`src/rtl/di_bus_arbiter.sv`:
```
// Round-robin arbiter sharing the device-interface register bus between host and local requesters.
// Optional slave-ready timeout is built when DI_ARB_TIMEOUT_EN is defined.

// state | meaning
// IDLE  | bus free; grant host or local on request (round-robin on tie)
// XFER  | strobe held on bus until slave ready (or timeout)
// ACK   | one-cycle ack/err/rdata to the owner; requests ignored
module di_bus_arbiter #(
  parameter int unsigned TIMEOUT_CYCLES = 1024,
  parameter logic [15:0] ERR_RDATA      = 16'hDEAD
) (
  input  logic        if_clock,
  input  logic        resetb,
  input  logic        h_req,
  input  logic        h_we,
  input  logic [15:0] h_ep,
  input  logic [15:0] h_addr,
  input  logic [15:0] h_wdata,
  output logic        h_ack,
  output logic        h_err,
  output logic [15:0] h_rdata,
  input  logic        l_req,
  input  logic        l_we,
  input  logic [15:0] l_ep,
  input  logic [15:0] l_addr,
  input  logic [15:0] l_wdata,
  output logic        l_ack,
  output logic        l_err,
  output logic [15:0] l_rdata,
  output logic [15:0] diEpAddr,
  output logic [15:0] diRegAddr,
  output logic [15:0] diRegDataIn,
  output logic        diWrite,
  output logic        diRead,
  input  logic [15:0] diRegDataOut,
  input  logic        wr_ready,
  input  logic        rd_ready,
  output logic        busy,
  output logic        gnt_local
);

  typedef enum logic [1:0] {
    ST_IDLE = 2'd0,
    ST_XFER = 2'd1,
    ST_ACK  = 2'd2
  } state_t;

  state_t      state, state_nxt;
  logic [15:0] ep_nxt, addr_nxt, wdata_nxt;
  logic        wr_nxt, rd_nxt;
  logic        gnt_nxt;
  logic        last_local, last_nxt;
  logic        h_ack_nxt, l_ack_nxt;
  logic [15:0] h_rdata_nxt, l_rdata_nxt;
  logic        busy_nxt;
  logic        pick_local;
  logic        xfer_done;

`ifdef DI_ARB_TIMEOUT_EN
  localparam logic [15:0] TO_LAST = 16'(TIMEOUT_CYCLES - 1);

  logic [15:0] to_cnt, to_cnt_nxt;
  logic        h_err_nxt, l_err_nxt;
`else
  logic [31:0] unused_cfg;
  assign unused_cfg = {ERR_RDATA, 16'(TIMEOUT_CYCLES)};
  assign h_err = 1'b0;
  assign l_err = 1'b0;
`endif

  always_comb begin
    state_nxt   = state;
    ep_nxt      = diEpAddr;
    addr_nxt    = diRegAddr;
    wdata_nxt   = diRegDataIn;
    wr_nxt      = diWrite;
    rd_nxt      = diRead;
    gnt_nxt     = gnt_local;
    last_nxt    = last_local;
    h_ack_nxt   = 1'b0;
    l_ack_nxt   = 1'b0;
    h_rdata_nxt = h_rdata;
    l_rdata_nxt = l_rdata;
    pick_local  = 1'b0;
    xfer_done   = 1'b0;
`ifdef DI_ARB_TIMEOUT_EN
    to_cnt_nxt  = to_cnt;
    h_err_nxt   = h_err;
    l_err_nxt   = l_err;
`endif

    case (state)
      ST_IDLE: begin
        if (h_req || l_req) begin
          // on a tie the requester that did not own the last transaction wins
          pick_local = h_req ? (l_req && !last_local) : 1'b1;
          gnt_nxt    = pick_local;
          ep_nxt     = pick_local ? l_ep    : h_ep;
          addr_nxt   = pick_local ? l_addr  : h_addr;
          wdata_nxt  = pick_local ? l_wdata : h_wdata;
          wr_nxt     = pick_local ? l_we    : h_we;
          rd_nxt     = pick_local ? !l_we   : !h_we;
          state_nxt  = ST_XFER;
`ifdef DI_ARB_TIMEOUT_EN
          to_cnt_nxt = 16'd0;
`endif
        end
      end

      ST_XFER: begin
        xfer_done = (diWrite && wr_ready) || (diRead && rd_ready);
        if (xfer_done) begin
          wr_nxt    = 1'b0;
          rd_nxt    = 1'b0;
          state_nxt = ST_ACK;
          if (gnt_local) begin
            l_ack_nxt = 1'b1;
            if (diRead) l_rdata_nxt = diRegDataOut;
          end else begin
            h_ack_nxt = 1'b1;
            if (diRead) h_rdata_nxt = diRegDataOut;
          end
`ifdef DI_ARB_TIMEOUT_EN
          if (gnt_local) l_err_nxt = 1'b0;
          else           h_err_nxt = 1'b0;
        end else if (to_cnt == TO_LAST) begin
          // counter reaching the limit means this was the last permitted XFER cycle
          wr_nxt    = 1'b0;
          rd_nxt    = 1'b0;
          state_nxt = ST_ACK;
          if (gnt_local) begin
            l_ack_nxt   = 1'b1;
            l_err_nxt   = 1'b1;
            l_rdata_nxt = ERR_RDATA;
          end else begin
            h_ack_nxt   = 1'b1;
            h_err_nxt   = 1'b1;
            h_rdata_nxt = ERR_RDATA;
          end
        end else begin
          to_cnt_nxt = to_cnt + 16'd1;
`endif
        end
      end

      ST_ACK: begin
        last_nxt  = gnt_local;
        state_nxt = ST_IDLE;
      end

      default: state_nxt = ST_IDLE;
    endcase

    busy_nxt = (state_nxt != ST_IDLE);
  end

  always_ff @(posedge if_clock or negedge resetb) begin
    if (!resetb) begin
      state       <= ST_IDLE;
      diEpAddr    <= 16'd0;
      diRegAddr   <= 16'd0;
      diRegDataIn <= 16'd0;
      diWrite     <= 1'b0;
      diRead      <= 1'b0;
      gnt_local   <= 1'b0;
      last_local  <= 1'b1;
      h_ack       <= 1'b0;
      l_ack       <= 1'b0;
      h_rdata     <= 16'd0;
      l_rdata     <= 16'd0;
      busy        <= 1'b0;
`ifdef DI_ARB_TIMEOUT_EN
      to_cnt      <= 16'd0;
      h_err       <= 1'b0;
      l_err       <= 1'b0;
`endif
    end else begin
      state       <= state_nxt;
      diEpAddr    <= ep_nxt;
      diRegAddr   <= addr_nxt;
      diRegDataIn <= wdata_nxt;
      diWrite     <= wr_nxt;
      diRead      <= rd_nxt;
      gnt_local   <= gnt_nxt;
      last_local  <= last_nxt;
      h_ack       <= h_ack_nxt;
      l_ack       <= l_ack_nxt;
      h_rdata     <= h_rdata_nxt;
      l_rdata     <= l_rdata_nxt;
      busy        <= busy_nxt;
`ifdef DI_ARB_TIMEOUT_EN
      to_cnt      <= to_cnt_nxt;
      h_err       <= h_err_nxt;
      l_err       <= l_err_nxt;
`endif
    end
  end

endmodule

```
`config.mk`:
```
export PLATFORM = sky130hd
export DESIGN_NAME = di_bus_arbiter
export DESIGN_NICKNAME = d
export VERILOG_FILES = /design/src/rtl/di_bus_arbiter.sv
export SDC_FILE = /design/constraint.sdc
export NUM_CORES = 1
export LEC_CHECK = 0
export ABC_AREA = 1
export BUFFER_PORTS_ARGS = -buffer_cell sky130_fd_sc_hd__buf_4
export CAP_MARGIN = 20
export CORE_ASPECT_RATIO = 1.1
export CORE_MARGIN = 2
export CORE_UTILIZATION = 40
export CTS_CLUSTER_SIZE = 30
export DETAILED_ROUTE_END_ITERATION = 7
export PLACE_DENSITY_LB_ADDON = 0.2
export REMOVE_ABC_BUFFERS = 1
export SYNTH_ARGS = -nofsm -noshare
export SYNTH_HDL_FRONTEND = slang
export SYNTH_SLANG_ARGS = --single-unit
```
`constraint.sdc`:
```
create_clock -name if_clock -period 1.15 [get_ports if_clock]
set_input_delay 0.23 -clock if_clock [delete_from_list [all_inputs] [get_ports if_clock]]
set_output_delay 0.23 -clock if_clock [all_outputs]
set_load 0.01 [all_outputs]
```
==> key figures <==
Yosys
  • Xor and xnor fraction of the mapped netlist area: 0%
  • Synth top area share: a little over half
  • Count of distinct cell types in the synthesized netlist: 23
  • Area contributors post-synth: dfrtp_1 (52%), nand2_1 (23%), nand3_1 (6.0%), o21ai_0 (3.7%), inv_1 (2.8%)
  • Fraction of synthesized area in multiplexers: 0%
  • Area of the mapped netlist: around 0.0042 mm2
  • Synth warn: 0
  • Post-synthesis compound-gate area fraction: 6.424%
  • Adder-cell share of the synthesized area: 0%
  • Cell count after synthesis: approximately 530
  • Register bit total from synthesis: between 80 and 90
  • Simple-gate portion of the synthesized area: about a third
  • Synth Area per Inst: 7.960 um2
  • Combinational family with the most area after synthesis: simple AND/OR/NAND/NOR gates
  • Share of the yosys chip area belonging to registers: between 50% and 60%
  • Yosys top cell by area: dfrtp_1

Critical path
  • Data required time at the worst endpoint: 1.37 ns
  • Worst path arrival time: 1.57 ns
  • CP startpoint kind: flop
  • CP endpoint kind: flop
  • Worst-path maximum fanout: 8
  • Kind of critical path: reg -> reg

Clock tree
  • Clock Path Buffers: 2
  • CTS Root Cell: clkbuf_16
  • CTS tree: done
  • Clock transition at the registers of the reported paths: 0.06 ns
  • # H-tree levels: 3
  • CTS sink cnt: 89
  • Skew-Pair Late Insertion Delay: 0.34 ns
  • Num CTS Buffers: 9

Die
  • Total Die Area: 0.01141 mm2
  • I/O pins: ~210
  • Initial core utilization: 40.86%
  • Site Rows: 39
  • DIE HEIGHT: ~110 um
  • Placeable core region: just over 0.01 mm2
  • Die extent in x: 102.0 um

Power
  • Total power per unit cell area: 2535 mW/mm2
  • Worst VDD drop: about 0.0012 V
  • Static Leakage: 4.025 nW

Cells and area
  • Share of final-layout standard cells stronger than drive strength 1: 49.87%
  • End-of-flow core utilization: 71.83%
  • Most frequent cells in the layout: buf_4 (199), nand2_1 (191), dfrtp_1 (87), nand2_2 (42), nand3_1 (40)
  • Filler cell count in the final layout: 800
  • Number of antenna diodes: 0
  • Leading cell type in the layout, fill and taps excluded: buf_4
  • Final standard cell area without fillers: roughly 0.0074 mm2
  • Number of nets in the layout: 885
  • Area grow syn2layout: 75.81%

Placement
  • Final RePlAce weighted congestion: 0.7976
  • Area post-placement: 0.005979 mm2
  • Input/output buffers: 205
  • DPL Wire Length: approximately 8500 um

GRT
  • Overall fraction of global-route tracks in use: a little under a quarter
  • Pin count of the biggest net entering global routing: a little under 50
  • Antenna violations before repair: 0
  • Remaining Overflow, GRT: 0
  • Number of global-route vias before repair: a little over 4,000
  • Wire length of the first global-routing pass: 20,340 um

Timing
  • Setup TNS Final: -11.42 ns
  • Worst-case clock skew: roughly 0.0021 ns
  • Unrepaired setup endpoints after global routing: true
  • Clock period minus worst slack: 1.353 ns
  • Worst hold-check slack: roughly 0.15 ns
  • Final-report max-slew violation count: 0
  • Number of hold-slack violations in the final timing report: 0
  • Number of failing setup endpoints in the final timing report: 88
  • Slack of the critical path: -0.2029 ns
  • Achievable frequency: 739.1 MHz
  • Tcrit/Tclk final: 117.6%

Run status
  • Result of the run: finished, violations left
  • Violations in the final reports: setup timing

Routing
  • Avg WL per Cell: between 15 and 20 um
  • Number of remaining DRC errors: 0
  • Via density per instance: 4.901
  • Initial drt markers: 168
  • DR vias: 4,475
  • Number of antenna-violating nets in the routed design: 0
  • Length of the first detailed-routing pass in iterations: 4
  • Total wire length after detailed routing: 15,430 um

Min path
  • Hold/Removal Path Class: in -> reg

Job
  • Max-cap violation count: 0
critical path, stage by stage, from the launching register on:
cell and delay [ns]:
dfrtp_1 0.40, buf_6 0.13, nor2_4 0.17, nand3b_4 0.17, clkbuf_16 0.22, nand2_2 0.06, o21ai_1 0.07
power by group:
| part | total (mW) | internal [mW] | switching (mW) |
|---|---|---|---|
| logic | 9.89 | 5.19 | 4.70 |
| registers | 5.79 | 4.60 | 1.19 |
| clock network | 3.16 | 1.90 | 1.25 |
| total | 18.8 | 11.7 | 7.14 |
timing repair:
| action | CTS | global route |
|---|---|---|
| gates resized for setup | 48 | 145 |
| buffers inserted | 6 | 6 |
| gates cloned | 5 | 14 |
| pin swaps | 2 | 18 |
| setup endpoints to repair | 83 | 90 |
| hold buffers | 1 | 0 |
| endpoints found under the hold margin | 88 | 0 |
final cells by class:
class	count	area [um2]	share of cell area [%]
timing repair buffer	257	2496	33.59
sequential	89	2230	30.01
multi-input combinational	375	2071	27.87
clock buffer	9	225.2	3.031
tap	143	178.9	2.408
inverter	33	136.4	1.835
clock inverter	7	93.84	1.263
layer usage:
layer / global-route usage, % / part of all wire (%) / vias up
met5: 0 / 0 / -
met1: 28.95 / 39 / 2132
met3: 4.520 / 6.6 / 27
met2: 38.16 / 52 / 192
li1: - / - / 2124
met4: 8.267 / 2.2 / 0
logic make-up after synthesis:
kind of cell / Yosys count
buf+inv: 68
simple gates: 319
compound gates: 54
other cells: 1
flops: 89
registers in the layout (all words and copies together) (netlist names):
| signal | flops |
|---|---|
| busy | 1 |
| diEpAddr | 16 |
| diRead | 1 |
| diRegAddr | 16 |
| diRegDataIn | 16 |
| diWrite | 1 |
| gnt_local | 1 |
| h_ack | 1 |
| h_rdata | 16 |
| l_ack | 1 |
| l_rdata | 16 |
| last_local | 1 |
| state | 2 |
Yosys cell counts:
cell      instances
nand2_1         257
dfrtp_1          88
nand3_1          51
inv_1            31
o21ai_0          31
buf_2            14
o21ai_1          12
a21oi_1          10
buf_6            10
buf_4             8
nand2_2           3
clkbuf_2          2
nand3b_4          2
nor2_1            2
nor2_4            2
a31oi_1           1
clkbuf_1          1
conb_1            1
dfstp_2           1
inv_2             1
inv_4             1
nand2_4           1
nor2_8            1
through the flow:
step	cells	power (mW)	setup slack [ns]
4_1_cts	893	16.92	-0.1044
3_3_place_gp	865	12.48	-0.1165
2_1_floorplan	497	8.585	-0.8843
5_1_grt	913	19.94	-0.2487
3_5_place_dp	865	12.67	-0.1435
6_report	913	18.84	-0.2029
path summary, 6_finish.rpt:
check,start,end,slack [ns],depth (start not counted)
max in group asynchronous,resetb,last_local$_DFFE_PN1N_,0.42,3
setup reg to reg,state[1]$_DFF_PN0_,h_rdata[15]$_DFFE_PN0P_,-0.20,6
setup / recovery,state[1]$_DFF_PN0_,h_rdata[15]$_DFFE_PN0P_,-0.20,6
min in group asynchronous,resetb,l_ack$_DFF_PN0_,0.46,3
hold / removal,l_ep[9],diEpAddr[9]$_DFFE_PN0P_,0.15,3
hold reg to reg,diRegDataIn[9]$_DFFE_PN0P_,diRegDataIn[9]$_DFFE_PN0P_,0.48,2
(Power assumes the default switching activity.)
